### src/rtl/ahb_pkg.sv
// ahb_pkg: AHB transfer/burst encodings and arbiter state shared by the arbiter slice.
package ahb_pkg;
    typedef enum logic [1:0] {HT_IDLE = 2'b00, HT_BUSY = 2'b01, HT_NONSEQ = 2'b10, HT_SEQ = 2'b11} htrans_e;
    typedef enum logic [2:0] {
        HB_SINGLE = 3'd0, HB_INCR = 3'd1, HB_WRAP4 = 3'd2, HB_INCR4 = 3'd3,
        HB_WRAP8 = 3'd4, HB_INCR8 = 3'd5, HB_WRAP16 = 3'd6, HB_INCR16 = 3'd7
    } hburst_e;
    typedef enum logic [1:0] {ST_ARB, ST_BURST, ST_LOCKED} arb_state_e;
    // Beats per burst; 0 marks undefined-length INCR. Pairs 2..7 map to 4/8/16 via HBURST[2:1].
    function automatic logic [4:0] burst_beats(input logic [2:0] b);
        return (b == HB_SINGLE) ? 5'd1 : (b == HB_INCR) ? 5'd0 : 5'd2 << b[2:1];
    endfunction
endpackage

### src/rtl/ahb_arbiter_if.sv
// ahb_arbiter_if: request/grant and muxed address-phase signals between masters and the arbiter.
interface ahb_arbiter_if #(parameter int NUM_MASTERS = 3, parameter int MW = 2);
    logic [NUM_MASTERS-1:0] HBUSREQ;
    logic [NUM_MASTERS-1:0] HLOCK;
    logic [1:0]             HTRANS;
    logic [2:0]             HBURST;
    logic                   HREADY;
    logic [NUM_MASTERS-1:0] HGRANT;
    logic [MW-1:0]          HMASTER;
    logic                   HMASTLOCK;
    modport master (output HBUSREQ, HLOCK, HTRANS, HBURST, HREADY, input HGRANT, HMASTER, HMASTLOCK);
    modport slave  (input HBUSREQ, HLOCK, HTRANS, HBURST, HREADY, output HGRANT, HMASTER, HMASTLOCK);
endinterface

### src/rtl/ahb_arbiter_rr_picker.sv
// rr_picker: combinational round-robin selector, first requester after ptr_i with wrap-around.
module rr_picker #(
    parameter int N = 3,
    parameter int W = 2
) (
    input  logic [N-1:0] req_i,
    input  logic [W-1:0] ptr_i,
    output logic [W-1:0] win_o,
    output logic         valid_o
);
    logic [W-1:0] idx;
    // Scan farthest-first so the nearest requester after the pointer overwrites last.
    always_comb begin
        win_o = '0;
        idx = '0;
        valid_o = |req_i;
        for (int i = N; i >= 1; i--) begin
            idx = W'((int'(ptr_i) + i) % N);
            if (req_i[idx]) win_o = idx;
        end
    end
endmodule

### src/rtl/ahb_arbiter.sv
// ahb_arbiter: round-robin AHB bus arbiter that protects fixed-length bursts and locked sequences.
module ahb_arbiter
    import ahb_pkg::*;
#(
    parameter int NUM_MASTERS    = 3,
    parameter int DEFAULT_MASTER = 0,
    parameter int MW             = 2
) (
    input logic         HCLK,
    input logic         HRESET,
    ahb_arbiter_if.slave bus
);
    localparam logic [MW-1:0] DEF = MW'(DEFAULT_MASTER);
    arb_state_e             state_q, state_d;
    logic [4:0]             cnt_q, cnt_d;
    logic [MW-1:0]          gidx_q, gidx_d, hmaster_q, hmaster_d, win;
    logic [NUM_MASTERS-1:0] grant_q, grant_d;
    logic                   mastlock_q, mastlock_d, win_valid, ap, lock_own, fixed_ns;
    logic [4:0]             beats;

    assign beats    = burst_beats(bus.HBURST);
    assign fixed_ns = bus.HTRANS == HT_NONSEQ && beats > 5'd1;
    assign lock_own = bus.HLOCK[gidx_q];

    // The owner index doubles as the round-robin pointer: it always names the last winner.
    rr_picker #(.N(NUM_MASTERS), .W(MW)) u_picker (
        .req_i  (bus.HBUSREQ),
        .ptr_i  (gidx_q),
        .win_o  (win),
        .valid_o(win_valid)
    );

    always_ff @(posedge HCLK or posedge HRESET) begin
        if (HRESET) begin
            state_q    <= ST_ARB;
            cnt_q      <= '0;
            gidx_q     <= DEF;
            grant_q    <= NUM_MASTERS'(1) << DEF;
            hmaster_q  <= DEF;
            mastlock_q <= 1'b0;
        end else begin
            state_q    <= state_d;
            cnt_q      <= cnt_d;
            gidx_q     <= gidx_d;
            grant_q    <= grant_d;
            hmaster_q  <= hmaster_d;
            mastlock_q <= mastlock_d;
        end
    end

    always_comb begin
        state_d = state_q;
        cnt_d = cnt_q;
        ap = 1'b0;
        if (bus.HREADY) begin
            if (bus.HTRANS == HT_NONSEQ) cnt_d = fixed_ns ? beats - 5'd1 : 5'd0;
            else if (bus.HTRANS == HT_SEQ && cnt_q != 5'd0) cnt_d = cnt_q - 5'd1;
            else if (bus.HTRANS == HT_IDLE && state_q == ST_BURST) cnt_d = 5'd0;
            unique case (state_q)
                ST_ARB: begin
                    ap = !fixed_ns;
                    state_d = fixed_ns ? ST_BURST : ST_ARB;
                end
                ST_BURST: begin
                    if (bus.HTRANS == HT_NONSEQ) begin
                        ap = !fixed_ns;
                        state_d = fixed_ns ? ST_BURST : ST_ARB;
                    end else if ((bus.HTRANS == HT_SEQ && cnt_q == 5'd1) || bus.HTRANS == HT_IDLE) begin
                        ap = 1'b1;
                        state_d = ST_ARB;
                    end
                end
                ST_LOCKED: begin
                    ap = !lock_own;
                    state_d = lock_own ? ST_LOCKED : ST_ARB;
                end
                default: state_d = ST_ARB;
            endcase
            if (ap && lock_own) state_d = ST_LOCKED;
        end
    end

    always_comb begin
        gidx_d = (ap && !lock_own) ? (win_valid ? win : DEF) : gidx_q;
        grant_d = NUM_MASTERS'(1) << gidx_d;
        hmaster_d = bus.HREADY ? gidx_q : hmaster_q;
        mastlock_d = bus.HREADY ? lock_own : mastlock_q;
    end

    assign bus.HGRANT    = grant_q;
    assign bus.HMASTER   = hmaster_q;
    assign bus.HMASTLOCK = mastlock_q;
endmodule

### src/flat_wrapper.sv
// flat-port wrapper written by rule: the top's interface ports become plain ports
module ahb_arbiter_flat import ahb_pkg::*;
#(
    parameter int NUM_MASTERS    = 3,
    parameter int DEFAULT_MASTER = 0,
    parameter int MW             = 2
)
  (HCLK, HRESET, bus_HBUSREQ, bus_HLOCK, bus_HTRANS, bus_HBURST, bus_HREADY, bus_HGRANT, bus_HMASTER, bus_HMASTLOCK);
  ahb_arbiter_if #(.NUM_MASTERS(NUM_MASTERS), .MW(MW)) bus_i ();
  input logic HCLK;
  input logic HRESET;
  input wire logic [$bits(bus_i.HBUSREQ)-1:0] bus_HBUSREQ;
  input wire logic [$bits(bus_i.HLOCK)-1:0] bus_HLOCK;
  input wire logic [$bits(bus_i.HTRANS)-1:0] bus_HTRANS;
  input wire logic [$bits(bus_i.HBURST)-1:0] bus_HBURST;
  input wire logic [$bits(bus_i.HREADY)-1:0] bus_HREADY;
  output wire logic [$bits(bus_i.HGRANT)-1:0] bus_HGRANT;
  output wire logic [$bits(bus_i.HMASTER)-1:0] bus_HMASTER;
  output wire logic [$bits(bus_i.HMASTLOCK)-1:0] bus_HMASTLOCK;
  assign bus_i.HBUSREQ = bus_HBUSREQ;
  assign bus_i.HLOCK = bus_HLOCK;
  assign bus_i.HTRANS = bus_HTRANS;
  assign bus_i.HBURST = bus_HBURST;
  assign bus_i.HREADY = bus_HREADY;
  assign bus_HGRANT = bus_i.HGRANT;
  assign bus_HMASTER = bus_i.HMASTER;
  assign bus_HMASTLOCK = bus_i.HMASTLOCK;
  ahb_arbiter #(.NUM_MASTERS(NUM_MASTERS), .DEFAULT_MASTER(DEFAULT_MASTER), .MW(MW)) u_core (.HCLK(HCLK), .HRESET(HRESET), .bus(bus_i));
endmodule
### config.mk
export PLATFORM = sky130hd
export DESIGN_NAME = ahb_arbiter_flat
export DESIGN_NICKNAME = d
export VERILOG_FILES = /design/src/rtl/ahb_pkg.sv /design/src/rtl/ahb_arbiter_if.sv /design/src/rtl/ahb_arbiter_rr_picker.sv /design/src/rtl/ahb_arbiter.sv /design/src/flat_wrapper.sv
export SDC_FILE = /design/constraint.sdc
export NUM_CORES = 1
export LEC_CHECK = 0
export ABC_CLOCK_PERIOD_IN_PS = 2570
export CAP_MARGIN = 10
export CORE_ASPECT_RATIO = 0.5
export CORE_MARGIN = 1.5
export CORE_UTILIZATION = 33
export DETAILED_ROUTE_END_ITERATION = 8
export PLACE_DENSITY = 0.6
export SYNTH_ARGS = -nofsm -noshare
export SYNTH_HDL_FRONTEND = slang
export SYNTH_HIERARCHICAL = 1
export SYNTH_SLANG_ARGS = --single-unit
### constraint.sdc
create_clock -name HCLK -period 2.57 [get_ports HCLK]
set_input_delay 0.514 -clock HCLK [delete_from_list [all_inputs] [get_ports HCLK]]
set_output_delay 0.514 -clock HCLK [all_outputs]
set_load 0.02 [all_outputs]
Word-level counts from Yosys, hierarchy flattened --
Cells that the tools add are included.
Operators by class: add/sub/neg operators 5, div/mod/pow operators 3, magnitude comparators 5, equality and inequality tests 7, shift-type cells 2, mux-type cells 30, reductions and logical operators 17
Operators with widths (number):
- 32-bit by 3-bit remainder unit with 32-bit output (second input constant) | 3
- 5-bit two-way mux | 6
- 2-bit two-way mux | 9
- 2-bit by 3-bit less-than comparator with 1-bit output (second input constant) | 4
- 5-bit by 1-bit subtractor with 5-bit output (second input constant) | 2
- 1-bit two-way mux | 9
- 1-bit binary-select mux with 2-bit select | 4
- 2-bit by 2-bit adder with 3-bit output (second input constant) | 2
- 2-bit == test (second input constant) | 3
- 1-bit logical AND | 6
- 2-bit one-hot mux with 3 select lines | 1
- 5-bit by 1-bit == test with 1-bit output (second input constant) | 1
- 5-bit by 1-bit > comparator with 1-bit output (second input constant) | 1
- 5-bit nonzero test | 1
- 2-bit by 2-bit << shifter with 5-bit output (first input constant) | 1
- 2-bit zero test | 2
- 4-bit by 3-bit != test with 1-bit output (second input constant) | 1
- 2-bit AND reduction | 2
- 2-bit by 1-bit adder with 3-bit output (second input constant) | 1
- 3-bit by 1-bit == test with 1-bit output (second input constant) | 1
- 3-bit zero test | 1
- 1-bit one-hot mux with 3 select lines | 1
- 3-bit nonzero test | 1
- 3-bit OR reduction | 1
- 4 further kinds | 5
Storage, ports and cells: flip-flop bits (word level) 15, input port bits 14, output and inout port bits 6

Depth between registers and ports, before layout --
Gate-level depths: netlist (run 1).
depth after elaboration 13, gate-level depth with buffers 8, gate-level depth less buffers 8

Cells and area by module --
Netlist (run 1), hierarchy kept.
By module, submodules not included:
- ahb_arbiter | times used 1, cells an instance 100, area an instance 1024.7 sq um, seq. area each 376.6 sq um
- rr_picker | times used 1, cells an instance 20, area an instance 150.1 sq um, seq. area each 0.0 sq um

Worst setup path after synthesis (run 1) --
Ideal clock, no wire load.
path type register -> register, start register u_core.gidx_q[0], end register u_core.grant_q[1], in the netlist u_core/bus.HGRANT[1], setup time 0.125 ns, arrival 1.728 ns, required time 2.445 ns, path slack 0.717 ns, stages on the path, launching flop included 9, clock period less this slack 1.853 ns, path through dfrtp_1 inv_1 ha_1 nand2b_1 o21ai_0 a221oi_1 and2_1 nor2b_1 mux2_2
Between the ends: word-level cells in the longest chain between the ends 10, elaborated cells between the ends (all ways) 25, those cells by class add/sub: 3; div: 3; shift: 1; mux: 16; reduce/logical: 2
Ends and longest elaborated chain:
- from (decl) | line ahb_arbiter.sv:16 | logic [MW-1:0] gidx_q, gidx_d, hmaster_q, hmaster_d, win;
- from (signal assigned) | line ahb_arbiter.sv:44 | gidx_q <= gidx_d;
- 2-bit by 2-bit adder with 3-bit output | line ahb_arbiter_rr_picker.sv:18 | idx = W'((int'(ptr_i) + i) % N);
- 32-bit by 3-bit remainder unit with 32-bit output | line ahb_arbiter_rr_picker.sv:18
- 1-bit binary-select mux with 2-bit select | line ahb_arbiter_rr_picker.sv:19 | if (req_i[idx]) win_o = idx;
- 1-bit two-way mux (not written as such) | line ahb_arbiter_rr_picker.sv:19
- 2-bit two-way mux (2 in a row) | line ahb_arbiter_rr_picker.sv:19
- 2-bit two-way mux * | line ahb_arbiter_rr_picker.sv:19
- via u_core.win[0] | line ahb_arbiter.sv:16
- 2-bit two-way mux * (2 in a row) | line ahb_arbiter.sv:84 | gidx_d = (ap && !lock_own) ? (win_valid ? win : DEF) : gidx_q;
- 1-bit by 2-bit << shifter with 3-bit output * | line ahb_arbiter.sv:85 | grant_d = NUM_MASTERS'(1) << gidx_d;
- via u_core.grant_d[1] | line ahb_arbiter.sv:17 | logic [NUM_MASTERS-1:0] grant_q, grant_d;
- to (signal assigned) | line ahb_arbiter.sv:38 | grant_q <= NUM_MASTERS'(1) << DEF;
- to (signal assigned) | line ahb_arbiter.sv:45 | grant_q <= grant_d;
- to (decl) | line ahb_arbiter.sv:17
The timed path passes the listed nets; every way through them passes the cells marked *. The select of a mux whose other input is x is not followed. A chain may end at the register's enable or synchronous reset.

Final worst setup path (run 1) --
start input bus_HBURST[1], end register u_core.grant_q[1], in the netlist u_core/bus.HGRANT[1]
Between the ends: word-level cells in the longest chain between the ends 13, elaborated cells between the ends (all ways) 15, those cells by class order compare: 1; eq/ne: 1; shift: 2; mux: 7; reduce/logical: 4
Ends and longest elaborated chain:
- from (decl) | line flat_wrapper.sv:15 | input wire logic [$bits(bus_i.HBURST)-1:0] bus_HBURST;
- 2-bit by 2-bit << shifter with 5-bit output / 3-bit by 1-bit == test with 1-bit output (equally long branches) | line ahb_pkg.sv:11 | return (b == HB_SINGLE) ? 5'd1 : (b == HB_INCR) ? 5'd0 : 5'd2 << b[2:1];
- 5-bit two-way mux | line ahb_pkg.sv:11
- 5-bit two-way mux * | line ahb_pkg.sv:11
- 5-bit by 1-bit > comparator with 1-bit output * | line ahb_arbiter.sv:22 | assign fixed_ns = bus.HTRANS == HT_NONSEQ && beats > 5'd1;
- 1-bit logical AND * | line ahb_arbiter.sv:22
- 1-bit zero test * | line ahb_arbiter.sv:61, ahb_arbiter.sv:66
- 1-bit two-way mux | line ahb_arbiter.sv:65 | if (bus.HTRANS == HT_NONSEQ) begin
- 1-bit one-hot mux with 3 select lines * | line ahb_arbiter.sv:59 | unique case (state_q)
- 1-bit two-way mux * (2 in a row) | line ahb_arbiter.sv:55 | if (bus.HREADY) begin
- 1-bit logical AND * | line ahb_arbiter.sv:84
- 2-bit two-way mux * | line ahb_arbiter.sv:84
- 1-bit by 2-bit << shifter with 3-bit output * | line ahb_arbiter.sv:85
- via u_core.grant_d[1] | line ahb_arbiter.sv:17
Marks and branches as above.

==> impl_results.md, run 1 <==
* Status: complete, no violations
* Internal power at a little under 0.0009 W
* Hpwl dp at ~1800 um
* Main combinational cell family by area after synthesis: simple AND/OR/NAND/NOR gates
* Max cap viols at 0
* WL final at between 2000 and 2500 um
* CP arrival at about 2.3 ns
* Mux cell area share after synthesis at 8.307%
* Root Buffer: clkbuf_8
* Seq cells post-synth at 15
* Worst R2R Path Depth at 8
* Tcrit/Tclk final at around 84%
* Post-synth top flop: dfrtp_1
* Multi-input gate area at roughly 760 um^2
* CP Capture Type: register
* Layout Skew at roughly 0.0012 ns
* Final nets at approximately 170
* Maximum clock rate at between 0.4 and 0.5 GHz
* Num Clock Sinks at 15
* Slowest cell on the critical path: clkdlybuf4s50_1
* Pwr Total at roughly 0.0015 W
* Tmin final at 2.170 ns
* Post-CTS Setup Inserts at 0
* Largest net degree at the start of global routing at 16
* Most common cell after layout, fill and taps aside: clkdlybuf4s50_1
* Register share of total power at 31.0%
* Final Wtd Congestion at between 0.7 and 0.8
* XOR/XNOR share of the synthesized area at roughly 2.2%
* Global Route Usage Sum at around an eighth
* CP required at ~2.7 ns
* Worst r2r src: u_core/gidx_q[0]$_DFF_PP0_
* Clk Latency, worst-skew pair at 0.25 ns
* Cells after synthesis at 120
* Synth Area in Compound Gates at 20.87%
* Crit-path max FO at 5
* Buffers on Ports at 19
* CP max stage delay at ~0.54 ns
* P_leak at 0.6408 nW
* RSZ-0062 raised after global routing: false
* Die Span Y at ~45 um
* CTS tree: built
* Synth Area in Simple Gates at 21.30%
* Worst hold start: u_core/bus.HMASTER[0]$_DFFE_PP0P_
* Vias in the first global route at around 900
* ANT nets after route at 0
* Drt pass-1 iters at 4
* Yosys warns at 6
* First-pass GRT wire length at around 4000 um
* Async SR Flop Fraction at 100.0%
* Hold Fails Final Rpt at 0
* Max_slew headroom at about three fifths
* Full die area at roughly 3900 um^2
* Antenna violations before repair at 0
* Resize count post-CTS at 0
* Routed via count at just under 1000
* Wire length per cell at 12.16 um
* Startpoint types: primary input
* DRC Markers at 0
* P_sw at about 0.00060 W
* Initial DRC Count at 20
* Clock-pin slew on the worst setup and hold paths at roughly 0.07 ns
* Post-Synth Adder-Cell Area at around an eighth
* Register area at between 300 and 400 um^2
* Setup CP Type: primary input to register
* Filler cells at 347
* Reg2reg end: u_core/bus.HGRANT[1]$_DFF_PP0_
* Die span in x at a little under 90 um
* Net switching fraction of the power at roughly 40%
* Setup TNS at 0 ns
* CTS max path bufs at 2
* Row Count at 15
* Synth unique cells at 44
* # IOs at 20
* CTS buffer count at 3
* H-tree Lvls at 1
* Comb pwr share at between 50% and 60%
* Synthesized net count at ~150
* Register area share after synthesis at 32.06%
* Cells on Worst Hold Path at 1
* Clock power share at between 10% and 20%
* Hold worst-path end: u_core/bus.HMASTER[0]$_DFFE_PP0P_
* Cts hold-fix bufs at 0
* R2r setup slk at between 0.4 and 0.5 ns
* Hold Crit Class: register to register
* CORE AREA at 3416 um^2
* Slew Limit Fails at 0
* Diodes inserted at 0
* Mapped cell area at ~1200 um^2
* Maximum vdd drop at around 200 uV
* Avg Cell Area, Syn at slightly below 10 um^2
* Cell Pwr Density at 977.5 nW/um^2
* Post-synth EDFFs at 0
* Least-Margin Pin Slew at 0.5886 ns
* Most frequent cells in the layout: clkdlybuf4s50_1 (19), dfrtp_1 (14), ha_1 (11)
* Starting Density at between 30% and 40%
* Share of cells above drive strength 1 at around 16%
* Total gr overflow at 0
* Routed vias/inst at 4.934
* Final setup violation count at 0
* Area growth syn-to-layout at 27.80%
* Cell Chain, Critical Path: clkdlybuf4s50_1 > inv_1 > ha_1 > nor3b_1 > mux2i_1 > nand4b_2 > mux2_2
-- worst max-delay path, delay by kind of cell --
family,cells,cell delay [ns]
buffers and inverters,2,0.64
muxes,2,0.49
and+or+nand+nor,2,0.43
adders and majority gates,1,0.23
-- power by group through the flow --
stage	logic [W]	clock network, W	registers, W
6_report	0.000811	0.000201	0.000455
5_1_grt	0.000896	0.000223	0.000474
4_1_cts	0.000814	0.000207	0.000454
3_5_place_dp	0.000810	0	0.000457
3_3_place_gp	0.000806	0	0.000456
2_1_floorplan	0.000541	0	0.000482
-- sequential cells by signal, summed over array words and instances, names as in the netlist --
name                  cells
u_core/state_q            2
u_core/bus.HGRANT         3
u_core/cnt_q              5
u_core/bus.HMASTLOCK      1
u_core/gidx_q             2
u_core/bus.HMASTER        2
-- cells in the mapped netlist, drive strengths merged, types with 3 or more instances --
library cell	count	area, um^2
nand2b	4	25.02
nor2b	3	18.77
mux2i	3	30.03
nand2	6	22.52
o21ai	11	55.05
inv	10	37.54
ha	11	137.6
dfrtp	14	350.3
nor2	5	18.77
mux2	6	67.56
nor3	4	25.02
a21oi	3	15.01
-- cell families after synthesis --
kind of cell / count (synthesis)
mux: 9
fa+ha+maj: 11
compound gates: 33
xor+xnor: 3
buf+inv: 11
simple gates: 38
flops: 15
-- worst max path at each step --
| stage | to | start | slack [ns] | cells past startpoint |
|---|---|---|---|---|
| floorplan | u_core/bus.HGRANT[1]$_DFF_PP0_ | u_core/gidx_q[0]$_DFF_PP0_ | 0.72 | 8 |
| global placement | u_core/bus.HGRANT[1]$_DFF_PP0_ | bus_HBURST[1] | 0.19 | 7 |
| detailed placement | u_core/bus.HGRANT[1]$_DFF_PP0_ | bus_HBURST[1] | 0.15 | 7 |
| CTS | u_core/bus.HGRANT[1]$_DFF_PP0_ | bus_HBURST[1] | 0.41 | 7 |
| global route | u_core/bus.HGRANT[1]$_DFF_PP0_ | u_core/gidx_q[0]$_DFF_PP0_ | 0.25 | 8 |
| finish | u_core/bus.HGRANT[1]$_DFF_PP0_ | bus_HBURST[1] | 0.40 | 7 |
-- metrics by stage --
step                hold WS (ns)  worst slack, ns  cells  cell area, um^2  util, %
CTS                       0.5095           0.4099    197             1501    43.96
global route              0.5429           0.2482    197             1501    43.96
floorplan                 0.4148           0.7172    120             1175        -
finish                    0.5057           0.4002    197             1501    43.96
global placement          0.4932           0.1861    193             1455    42.60
detailed placement        0.4942           0.1468    193             1455    42.60
-- final cells by class --
type,count,share of cell area [%]
multi-input cells,94,50.42
inverters,10,2.500
clock buffers,3,2.750
flip-flops and latches,15,25.08
repair buffers,23,14.67
clock inverters,1,0.3333
well taps,51,4.250
-- routing by layer --
layer	up-vias	routed length, um	global-route usage (%)
met5	-	0	0
met4	0	19	3.492
met3	2	103	4.205
met2	17	1079	22.00
met1	459	1194	16.61
li1	494	-	-
(Power assumes the default switching activity.)
==> run 2, diff against run 1 <==
ABC_CLOCK_PERIOD_IN_PS = 1800   (was 2570)
PLACE_DENSITY = 0.62   (was 0.6)
clock period = 1.8 ns   (was 2.57 ns; I/O delays follow)
==> impl_results.md, run 2 (synthesized netlist as in run 1, its figures left out) <==
* Cts hold-fix bufs at 0 (unchanged)
* CORE AREA at 3416 um^2 (unchanged)
* Hold Crit Class: primary input to asynchronous set/reset pin
* Routed via count at 1053 (+8.3%)
* WL final at 2738 um (+14%)
* Post-layout util at 51.50% (+7.5 points)
* CP arrival at 1.92 ns (-0.39 ns)
* Biggest register: u_core/cnt_q
* Antenna violations before repair at 0 (unchanged)
* Starting Density at 34.40% (unchanged)
* Final nets at 193 (+12%)
* Largest net degree at the start of global routing at 16 (unchanged)
* Status: complete, no violations
* Full die area at 3949 um^2 (unchanged)
* Max_slew headroom at 61.06% (+0.35 points)
* Clk Latency, worst-skew pair at 0.25 ns (about the same)
* Row Count at 15 (unchanged)
* P_leak at 0.7794 nW (+22%)
* CTS tree: built
* Die Span Y at 45.19 um (unchanged)
* Vias in the first global route at 961 (+7.1%)
* Initial DRC Count at 54 (+170%)
* Startpoint types: primary input
* DRC Markers at 0 (unchanged)
* Tmin final at roughly 1.8 ns
* Total gr overflow at 0 (unchanged)
* Worst R2R Path Depth at 8 (unchanged)
* Diodes inserted at 0 (unchanged)
* H-tree Lvls at 1 (unchanged)
* Maximum vdd drop at 390.6 uV (+93%)
* Area growth syn-to-layout at 49.73%
* Die span in x at 87.38 um (unchanged)
* # IOs at 20 (unchanged)
* Slew Limit Fails at 0 (unchanged)
* Least-Margin Pin Slew at 0.5834 ns (-0.005224 ns)
* CTS buffer count at 3 (unchanged)
* CP required at 1.94 ns (-0.77 ns)
* Wire length per cell at 12.56 um (+3.3%)
* Global Route Usage Sum at 14.14% (+1.0 points)
* Setup CP Type: primary input to register
* Share of cells above drive strength 1 at 35.33% (+20 points)
* Buffers on Ports at 19 (unchanged)
* Root Buffer: clkbuf_8
* Most frequent cells in the layout: buf_4 (24), clkdlybuf4s50_1 (17), dfrtp_1 (14)
* Maximum clock rate at about 0.56 GHz
* Cell Pwr Density at 1435 nW/um^2 (+47%)
* Tcrit/Tclk final at 99.15%
* Routed vias/inst at 4.830 (-2.1%)
* First-pass GRT wire length at 4326 um (+8.5%)
* Crit-path max FO at 4 (-1)
* RSZ-0062 raised after global routing: true
* Num Clock Sinks at 15 (unchanged)
* Layout Skew at 0.002393 ns (+0.001174 ns)
* Hpwl dp at 2036 um (+13%)
* CP Capture Type: register
* Clock-pin slew on the worst setup and hold paths at 0.06 ns (about the same)
* Hold Fails Final Rpt at 0 (unchanged)
* ANT nets after route at 0 (unchanged)
* Drt pass-1 iters at 4 (unchanged)
* Setup TNS at 0 ns (unchanged)
* Final setup violation count at 0 (unchanged)
* Final Wtd Congestion at 0.7851 (-1.3%)
* Max reg flops at 5 (unchanged)
* Most common cell after layout, fill and taps aside: buf_4
* CTS max path bufs at 2 (unchanged)
* Max cap viols at 0 (unchanged)
[run 2: cell types whose count changed in the layout (fill, tap and decap cells not counted), moves of 2 or more]
cell	previous run	this run
dlygate4sd2_1	0	2
ha_1	11	9
clkdlybuf4s50_1	19	17
buf_4	4	24
o21ai_2	0	2
o21ai_0	7	5
inv_2	0	3
inv_1	10	7
mux2_4	0	2
ha_4	0	2
mux2_2	6	4
[run 2: timing repair]
action | in CTS | in global routing
endpoints found under the setup margin | 8 | 5
buffers inserted | 0 | 1
gates resized for setup | 15 | 9
pin swaps | 4 | 7
[run 2: worst max-delay path: stages]
cell and delay, ns:
clkdlybuf4s50_1 0.52, and2b_1 0.23, o221ai_2 0.22, o311ai_4 0.17, and2_4 0.17, mux2_2 0.25
[run 2: final timing paths]
path                                                   start                           endpoint  slack, ns
setup / recovery                              bus_HBUSREQ[1]         u_core/gidx_q[1]$_DFF_PP0_       0.02
hold / removal                                        HRESET        u_core/cnt_q[3]$_DFFE_PP0P_       0.47
setup reg to reg                  u_core/gidx_q[1]$_DFF_PP0_     u_core/bus.HGRANT[2]$_DFF_PP0_       0.02
hold reg to reg            u_core/bus.HMASTER[0]$_DFFE_PP0P_  u_core/bus.HMASTER[0]$_DFFE_PP0P_       0.51
max in group asynchronous                             HRESET   u_core/bus.HMASTLOCK$_DFFE_PP0P_       0.95
min in group HCLK          u_core/bus.HMASTER[0]$_DFFE_PP0P_  u_core/bus.HMASTER[0]$_DFFE_PP0P_       0.51
[run 2: where the power goes]
group / internal, W / leakage (nW) / total (W) / switching, W
clock network: 0.000153 / 0.0255 / 0.000278 / 0.000125
registers: 0.000493 / 0.192 / 0.000618 / 0.000125
logic: 0.000880 / 0.562 / 0.00163 / 0.000748
[run 2: per-stage QoR]
step | power, W | std cells | hold slack, ns | setup slack, ns | area (um^2)
2_1_floorplan | 0.001498 | 120 | 0.2608 | 0.02166 | 1187
3_3_place_gp | 0.002005 | 213 | 0.4996 | -0.3442 | 1618
3_5_place_dp | 0.002035 | 213 | 0.4992 | -0.3916 | 1618
4_1_cts | 0.002403 | 217 | 0.4938 | 0.01043 | 1707
5_1_grt | 0.002713 | 218 | 0.5312 | -0.09428 | 1759
6_report | 0.002524 | 218 | 0.4658 | 0.01533 | 1759
[run 2: cell type report]
cell class | instances | area [um^2]
fill | 342 | 1657
sequential | 15 | 376.6
tap | 51 | 63.81
clock buffer | 3 | 41.29
inverter | 10 | 37.54
multi-input combinational | 94 | 855.8
clock inverter | 1 | 5.005
timing repair buffer | 44 | 379.1
[run 2: metal layers]
layer / vias to the layer above / GRT usage [%] / share of wire (%)
met2: 15 / 24.46 / 50
met1: 502 / 18.33 / 47
met5: - / 0 / 0
met3: 2 / 3.473 / 3.1
li1: 534 / - / -
met4: 0 / 2.857 / 0.51
==> run 3, diff against run 2 <==
ABC_CLOCK_PERIOD_IN_PS = 2100   (was 1800)
PLACE_DENSITY = 0.6   (was 0.62)
clock period = 2.1 ns   (was 1.8 ns; I/O delays follow)
==> impl_results.md, run 3 (synthesized netlist as in run 1, its figures left out) <==
* DRC Markers at 0 (unchanged)
* Drt pass-1 iters at 4 (unchanged)
* Total gr overflow at 0 (unchanged)
* Final Wtd Congestion at 0.7810 (-0.52%)
* Cts hold-fix bufs at 0 (unchanged)
* Max cap viols at 0 (unchanged)
* Most frequent cells in the layout: clkdlybuf4s50_1 (19), buf_4 (18), dfrtp_1 (14)
* Status: complete, no violations
* Crit-path max FO at 5 (+1)
* Antenna violations before repair at 0 (unchanged)
* Most common cell after layout, fill and taps aside: clkdlybuf4s50_1
* Buffers on Ports at 19 (unchanged)
* CP required at 2.23 ns (+0.29 ns)
* Diodes inserted at 0 (unchanged)
* Root Buffer: clkbuf_8
* Slew Limit Fails at 0 (unchanged)
* Full die area at 3949 um^2 (unchanged)
* CTS tree: built
* Max_slew headroom at 60.48% (-0.59 points)
* Startpoint types: primary input
* Final setup violation count at 0 (unchanged)
* Clock-pin slew on the worst setup and hold paths at 0.06 ns (about the same)
* Num Clock Sinks at 15 (unchanged)
* Routed via count at 988 (-6.2%)
* Setup TNS at 0 ns (unchanged)
* Filler cells at 335 (-2.0%)
* Layout Skew at 0.0004459 ns (-0.001947 ns)
* Largest net degree at the start of global routing at 16 (unchanged)
* CTS max path bufs at 2 (unchanged)
* Worst hold start: u_core/bus.HMASTER[0]$_DFFE_PP0P_
* Post-route cell area at 1627 um^2 (-7.5%)
* Starting Density at 34.40% (unchanged)
* Final nets at 186 (-3.6%)
* CORE AREA at 3416 um^2 (unchanged)
* CP Capture Type: register
* Register area at 376.6 um^2 (unchanged)
* Maximum vdd drop at 291.5 uV (-25%)
* CTS buffer count at 3 (unchanged)
* H-tree Lvls at 1 (unchanged)
* Routed vias/inst at 4.682 (-3.1%)
* Post-CTS Setup Inserts at 0 (unchanged)
* Maximum clock rate at 0.5249 GHz
* First-pass GRT wire length at 4153 um (-4.0%)
* Vias in the first global route at 981 (+2.1%)
* Row Count at 15 (unchanged)
* CP arrival at 2.04 ns (+0.12 ns)
* Area growth syn-to-layout at 38.45%
* Placed Instance Area at 1560 um^2 (-3.6%)
* Finished Layout Cells at 211 (-3.2%)
* Placed Instances at 207 (-2.8%)
* Least-Margin Pin Slew at 0.5922 ns (+0.008810 ns)
* Die Span Y at 45.19 um (unchanged)
* Tmin final at ~1.9 ns
* Clk Latency, worst-skew pair at 0.24 ns (about the same)
* ANT nets after route at 0 (unchanged)
* Resize count post-CTS at 0 (-15)
* Hold Fails Final Rpt at 0 (unchanged)
* Share of cells above drive strength 1 at 25.00% (-10 points)
* Pre-CTS setup slack at -0.1704 ns (+0.2212 ns)
* RSZ-0062 raised after global routing: false
* Setup CP Type: primary input to register
* Tcrit/Tclk final at 90.73%
* Cell Pwr Density at 1178 nW/um^2 (-18%)
* P_leak at 0.7098 nW (-8.9%)
* Worst r2r src: u_core/gidx_q[1]$_DFF_PP0_
* Initial DRC Count at 43 (-20%)
* Wire length per cell at 11.54 um (-8.1%)
* Die span in x at 87.38 um (unchanged)
* Max reg flops at 5 (unchanged)
* Worst Setup SP: bus_HBURST[1]
* Multi-input gate area at 778.2 um^2 (-9.1%)
* Global Route Usage Sum at 13.77% (-0.37 points)
* Biggest register: u_core/cnt_q
* WL final at 2435 um (-11%)
* Setup ws final at 0.1947 ns (+0.1794 ns)
* Hpwl dp at 1955 um (-4.0%)
* # IOs at 20 (unchanged)
* Hold Crit Class: register to register
## run 3: cell types whose count changed in the layout (fill, tap and decap cells not counted), moves of 2 or more
cell / delta
buf_4: -6
clkdlybuf4s50_1: +2
dlygate4sd2_1: -2
ha_4: -2
inv_1: +3
inv_2: -3
mux2_2: +2
mux2_4: -2
o21ai_2: -2
## run 3: per-stage QoR
stage / hold WS (ns) / total power (W) / utilization (%)
3_5_place_dp: 0.5023 / 0.001659 / 45.68
2_1_floorplan: 0.3208 / 0.001252 / -
6_report: 0.5088 / 0.001915 / 47.62
3_3_place_gp: 0.4931 / 0.001639 / 45.68
5_1_grt: 0.5490 / 0.002085 / 47.62
4_1_cts: 0.5159 / 0.001906 / 47.00
## run 3: worst paths after layout
path | endpoint | slack (ns) | depth (start not counted)
min | u_core/bus.HMASTER[0]$_DFFE_PP0P_ | 0.51 | 1
max in group asynchronous | u_core/state_q[0]$_DFFE_PP0P_ | 1.18 | 2
min reg2reg | u_core/bus.HMASTER[0]$_DFFE_PP0P_ | 0.51 | 1
max | u_core/gidx_q[1]$_DFF_PP0_ | 0.19 | 7
min in group asynchronous | u_core/bus.HMASTER[0]$_DFFE_PP0P_ | 0.54 | 2
max reg2reg | u_core/bus.HGRANT[1]$_DFF_PP0_ | 0.20 | 8
## run 3: power breakdown
part / switching, W / internal (W) / total [W]
registers: 0.000106 / 0.000423 / 0.000529
logic: 0.000547 / 0.000608 / 0.00115
clock network: 0.0000971 / 0.000134 / 0.000231
## run 3: layer usage
metal / vias up / track usage (%) / share of wire [%]
li1: 520 / - / -
met1: 451 / 15.64 / 48
met2: 15 / 26.31 / 48
met3: 2 / 3.473 / 3.1
met4: 0 / 3.810 / 0.57
met5: - / 0 / 0
## run 3: critical path, stage by stage
cell and delay (ns):
clkdlybuf4s50_1 0.48, inv_1 0.07, ha_1 0.24, nor3b_2 0.21, mux2i_1 0.11, nand4b_2 0.16
mux2_2 0.35
## run 3: layout make-up
type / instances / share of cell area (%)
sequential: 15 / 23.15
clock buffer: 4 / 2.769
timing repair buffer: 37 / 20.00
inverter: 10 / 2.308
tap: 51 / 3.923
multi-input combinational: 94 / 47.85
==> RTL change 1, RTL diff (config.mk and constraints of run 2) <==
`MW` is set to 2 in 3 places; all go to 4.
--- a/src/rtl/ahb_arbiter_if.sv
+++ b/src/rtl/ahb_arbiter_if.sv
@@ -1,3 +1,3 @@
 // ahb_arbiter_if: request/grant and muxed address-phase signals between masters and the arbiter.
-interface ahb_arbiter_if #(parameter int NUM_MASTERS = 3, parameter int MW = 2);
+interface ahb_arbiter_if #(parameter int NUM_MASTERS = 3, parameter int MW = 4);
     logic [NUM_MASTERS-1:0] HBUSREQ;
--- a/src/rtl/ahb_arbiter.sv
+++ b/src/rtl/ahb_arbiter.sv
@@ -6,3 +6,3 @@
     parameter int DEFAULT_MASTER = 0,
-    parameter int MW             = 2
+    parameter int MW             = 4
 ) (
--- a/src/flat_wrapper.sv
+++ b/src/flat_wrapper.sv
@@ -5,3 +5,3 @@
     parameter int DEFAULT_MASTER = 0,
-    parameter int MW             = 2
+    parameter int MW             = 4
 )
Ports: changed (resized bus_HMASTER); port bits go from 20 to 22. The function was not compared with the original's and may differ.
==> RTL change 1 against run 2 <==
- the run now ends with setup timing left
- largest cell class unchanged
- critical path type is now flop to flop
- sequential cell count rose by 4
- core utilization rose by 3.2 points
- setup slack got worse by 2700 ps
- fmax fell by 60%
- final area rose to 2.7 times the old value
- routed wire length rose to 3.2 times the old value
- synthesized area rose to 2.5 times the old value
- die area rose by 140%
Power is left out: the tool's default activity adds up to more than one toggle a clock period on the data nets, which glitch-free logic cannot reach.
==> RTL change 1: results (changes against run 2) <==
| Metric | Value |
|---|---|
| Global-route wire length before repair | 14500 um (+230%) |
| Worst setup path end | u_core/bus.HGRANT[0]$_DFF_PP1_ |
| Post-place setup slack | -2720 ps (-2330 ps) |
| Ratio of routed vias to standard cells | 5.12 (+6.0%) |
| Dpl cell area | 0.00429 mm^2 (+170%) |
| Met3 Usage GRT | 0.00658 (-0.0282) |
| Total met3 wirelength after detailed routing | 181 um (+110%) |
| Largest fanout on the critical path | 5 (+1) |
| Compound-cell area share of the yosys netlist | 0.247 (+0.0381) |
| Final setup viols | 7 (+7) |
| Multiplexer fraction of the synthesized cell area | 0.0753 (-0.00775) |
| Ratio of cells with drive above 1 in the final layout | 0.457 (+0.104) |
| Overall via count from detail_route | 3286 (+210%) |
| Hpwl dp | 6730 um (+230%) |
| Met1 Use GR | 0.229 (+0.0454) |
| Share of the synthesized netlist area taken by xor and xnor gates | 0.0447 (+0.0223) |
| Master of the slowest instance on the critical path | sky130_fd_sc_hd__dfrtp_2 |
| Avg Inst Size Synth | 8.01 um^2 (-18%) |
| # port buffers | 21 (+2) |
| FILL cells | 767 (+120%) |
| Worst-case clock skew | 4.82 ps (+2.43 ps) |
| Initial detailed-routing violation count | 110 (+100%) |
| Cell total after placement | 618 (+190%) |
| Area occupied by multi-input gates | 0.00262 mm^2 (+210%) |
| Setup ws final | -2670 ps (-2680 ps) |
| Violations in the final reports | setup timing |
| Post-Synthesis Net Count | 407 (+180%) |
| Adder-cell share of the synthesized area | 0.111 (-0.00651) |
| Routed wire length | 8850 um (+220%) |
| Share of the yosys chip area belonging to registers | 0.162 (-0.158) |
| Status | finished, violations left |
| Wire length the detailed router placed on met1 | 4070 um (+220%) |
| Cell count of the worst reg-to-reg path | 21 (+13) |
| Placer congestion estimate | 0.856 (+9.1%) |
| Total Routing Usage GR | 0.184 (+0.0423) |
| Main area contributors after synthesis | sky130_fd_sc_hd__dfrtp_1, sky130_fd_sc_hd__ha_1, sky130_fd_sc_hd__nor2_1 |
| Sum Neg Setup Slack | -18230 ps (-18230 ps) |
| Clock root cell | sky130_fd_sc_hd__clkbuf_16 |
## RTL change 1: cell count changes after synthesis, sizes merged, moves of 6 or more
cell	before	now
nor3	4	23
a21oi	3	17
xnor2	1	10
a31oi	1	8
ha	11	26
nor2	5	33
o211ai	2	8
nand2	6	29
mux2i	3	12
nand3	1	8
buf	0	6
and2	2	10
o21ai	11	20
inv	10	26
## RTL change 1: worst max-delay path, delay by kind of cell, from the launching register on
kind,cells,cell delay [ps]
compound gates,4,580
xor+xnor,2,330
fa+ha+maj,4,800
buf+inv,2,200
flops,1,450
mux,1,250
simple gates,8,1760
## RTL change 1: area by class of cell
cell class | instances | share of cell area
multi-input cells | 309 | 0.551
repair buffers | 166 | 0.278
flip-flops and latches | 19 | 0.101
well taps | 117 | 0.0308
inverters | 27 | 0.0216
clock buffers | 3 | 0.0158
clock inverters | 1 | 0.00158
## RTL change 1: what timing repair did
action	4_1_cts	5_1_grt
setup buffers	15	5
pin swaps	22	24
resized for setup	29	26
endpoints found under the setup margin	11	11
==> RTL change 2, RTL diff (settings of run 2) <==
Made on the original files. The 3 states of `arb_state_e` get a one-hot encoding in 3 bits.
--- a/src/rtl/ahb_pkg.sv
+++ b/src/rtl/ahb_pkg.sv
@@ -7,3 +7,3 @@
     } hburst_e;
-    typedef enum logic [1:0] {ST_ARB, ST_BURST, ST_LOCKED} arb_state_e;
+    typedef enum logic [2:0] {ST_ARB = 3'b001, ST_BURST = 3'b010, ST_LOCKED = 3'b100} arb_state_e;
     // Beats per burst; 0 marks undefined-length INCR. Pairs 2..7 map to 4/8/16 via HBURST[2:1].
Formal check against the unedited RTL: same outputs for any inputs over 4 cycles, from zero or initial values and one cycle with HRESET high; so few cycles prove little.
==> RTL change 2 against run 2 <==
- the flow now finishes with violations (setup timing)
- setup slack got worse by 36 ps
- power fell by 9.5%
- first-iteration DRC count fell by 33%
- sequential cell count rose by 1
- synthesized area rose by 4.2%
- final area rose by 7.0%
- routed wire length rose by 4.2%
- core utilization rose by 2.4 points
- critical path type is now flop to flop
- critical endpoint is now u_core/bus.HGRANT[2]$_DFF_PP0_
- highest routed layer is now met3
==> RTL change 2: results (changes against run 2) <==
| Metric | Value |
|---|---|
| Worst-case clock skew | 2.58 ps (+0.185 ps) |
| Master of the slowest instance on the critical path | sky130_fd_sc_hd__dfrtp_2 |
| Hpwl dp | 2210 um (+8.8%) |
| Top cell types by occurrence after synthesis | sky130_fd_sc_hd__o21ai_0, sky130_fd_sc_hd__dfrtp_1, sky130_fd_sc_hd__inv_1, sky130_fd_sc_hd__ha_1, sky130_fd_sc_hd__nor2_1 |
| Gate family responsible for the most delay along the worst path | compound AO/OA/AOI/OAI gates |
| Sum Neg Setup Slack | -20.4 ps (-20.4 ps) |
| Ratio of cells with drive above 1 in the final layout | 0.358 (+0.00460) |
| Status | finished, violations left |
| Net Switching | 884 uW (-11%) |
| Post-place setup slack | -651 ps (-259 ps) |
| Overall via count from detail_route | 1203 (+14%) |
| Slew margin rel. | 0.810 (+0.200) |
| WP data arrival | 1980 ps (+60 ps) |
| Gate count after technology mapping | 137 (+14%) |
| Share of the synthesized area in the top cell type | 0.286 (-0.0119) |
| Count of placed standard cells in the final layout, fillers left out | 241 (+11%) |
| Gate power share | 0.592 (-0.053) |
| Worst stage delay on the critical path | 410 ps (-110 ps) |
| WL met2 | 1530 um (+13%) |
| Total Routing Usage GR | 0.150 (+0.00907) |
| Wire length the detailed router placed on met1 | 1220 um (-4.5%) |
| Setup ws final | -20.4 ps (-35.8 ps) |
| Routing usage on met2 | 0.295 (+0.0501) |
| Largest fanout on the critical path | 3 (-1) |
| Power dissipated in sequential cells | 608 uW (-2%) |
| Initial detailed-routing violation count | 36 (-33%) |
| Final setup viols | 1 (+1) |
| Largest net degree at the start of global routing | 11 (-5) |
| Ratio of total power to cell area | 1210 mW/mm^2 (-15%) |
| Routed len/inst | 11.8 um (-5.7%) |
| Start point of the critical path | u_core/gidx_q[1]$_DFF_PP0_ |
| Met1 Use GR | 0.167 (-0.0159) |
| Total met3 wirelength after detailed routing | 101 um (+17%) |
| Main area contributors after synthesis | sky130_fd_sc_hd__dfrtp_1, sky130_fd_sc_hd__ha_1, sky130_fd_sc_hd__o21ai_0 |
| Violations in the final reports | setup timing |
| Placer congestion estimate | 0.847 (+7.8%) |
| Met3 Usage GRT | 0.0323 (-0.00248) |
| # nets final | 216 (+12%) |
RTL change 2: changes by cell type after synthesis, moves of 3 or more:
cell and delta:
sky130_fd_sc_hd__mux2_2 -4, sky130_fd_sc_hd__or3_1 +3, sky130_fd_sc_hd__nor2_1 +6, sky130_fd_sc_hd__o21ai_0 +8
RTL change 2: repair_timing:
| item | in CTS | in global routing |
|---|---|---|
| resized for setup | 15 | 6 |
| endpoints found under the setup margin | 12 | 5 |
| buffers inserted | 2 | 1 |
| pin swaps | 6 | 7 |
RTL change 2: kinds of logic after synthesis:
kind of cell	Yosys count	synth area share
simple gates	41	0.175
buf+inv	15	0.0521
mux	4	0.0348
fa+ha+maj	11	0.112
flops	16	0.329
xor+xnor	3	0.0215
compound gates	47	0.275
RTL change 2: layout make-up:
type | count | area [um^2]
sequential | 16 | 405
clock buffer | 4 | 55.1
inverter | 12 | 65.1
tap | 51 | 63.8
timing repair buffer | 52 | 442
multi-input combinational | 106 | 851
fill | 345 | 1610
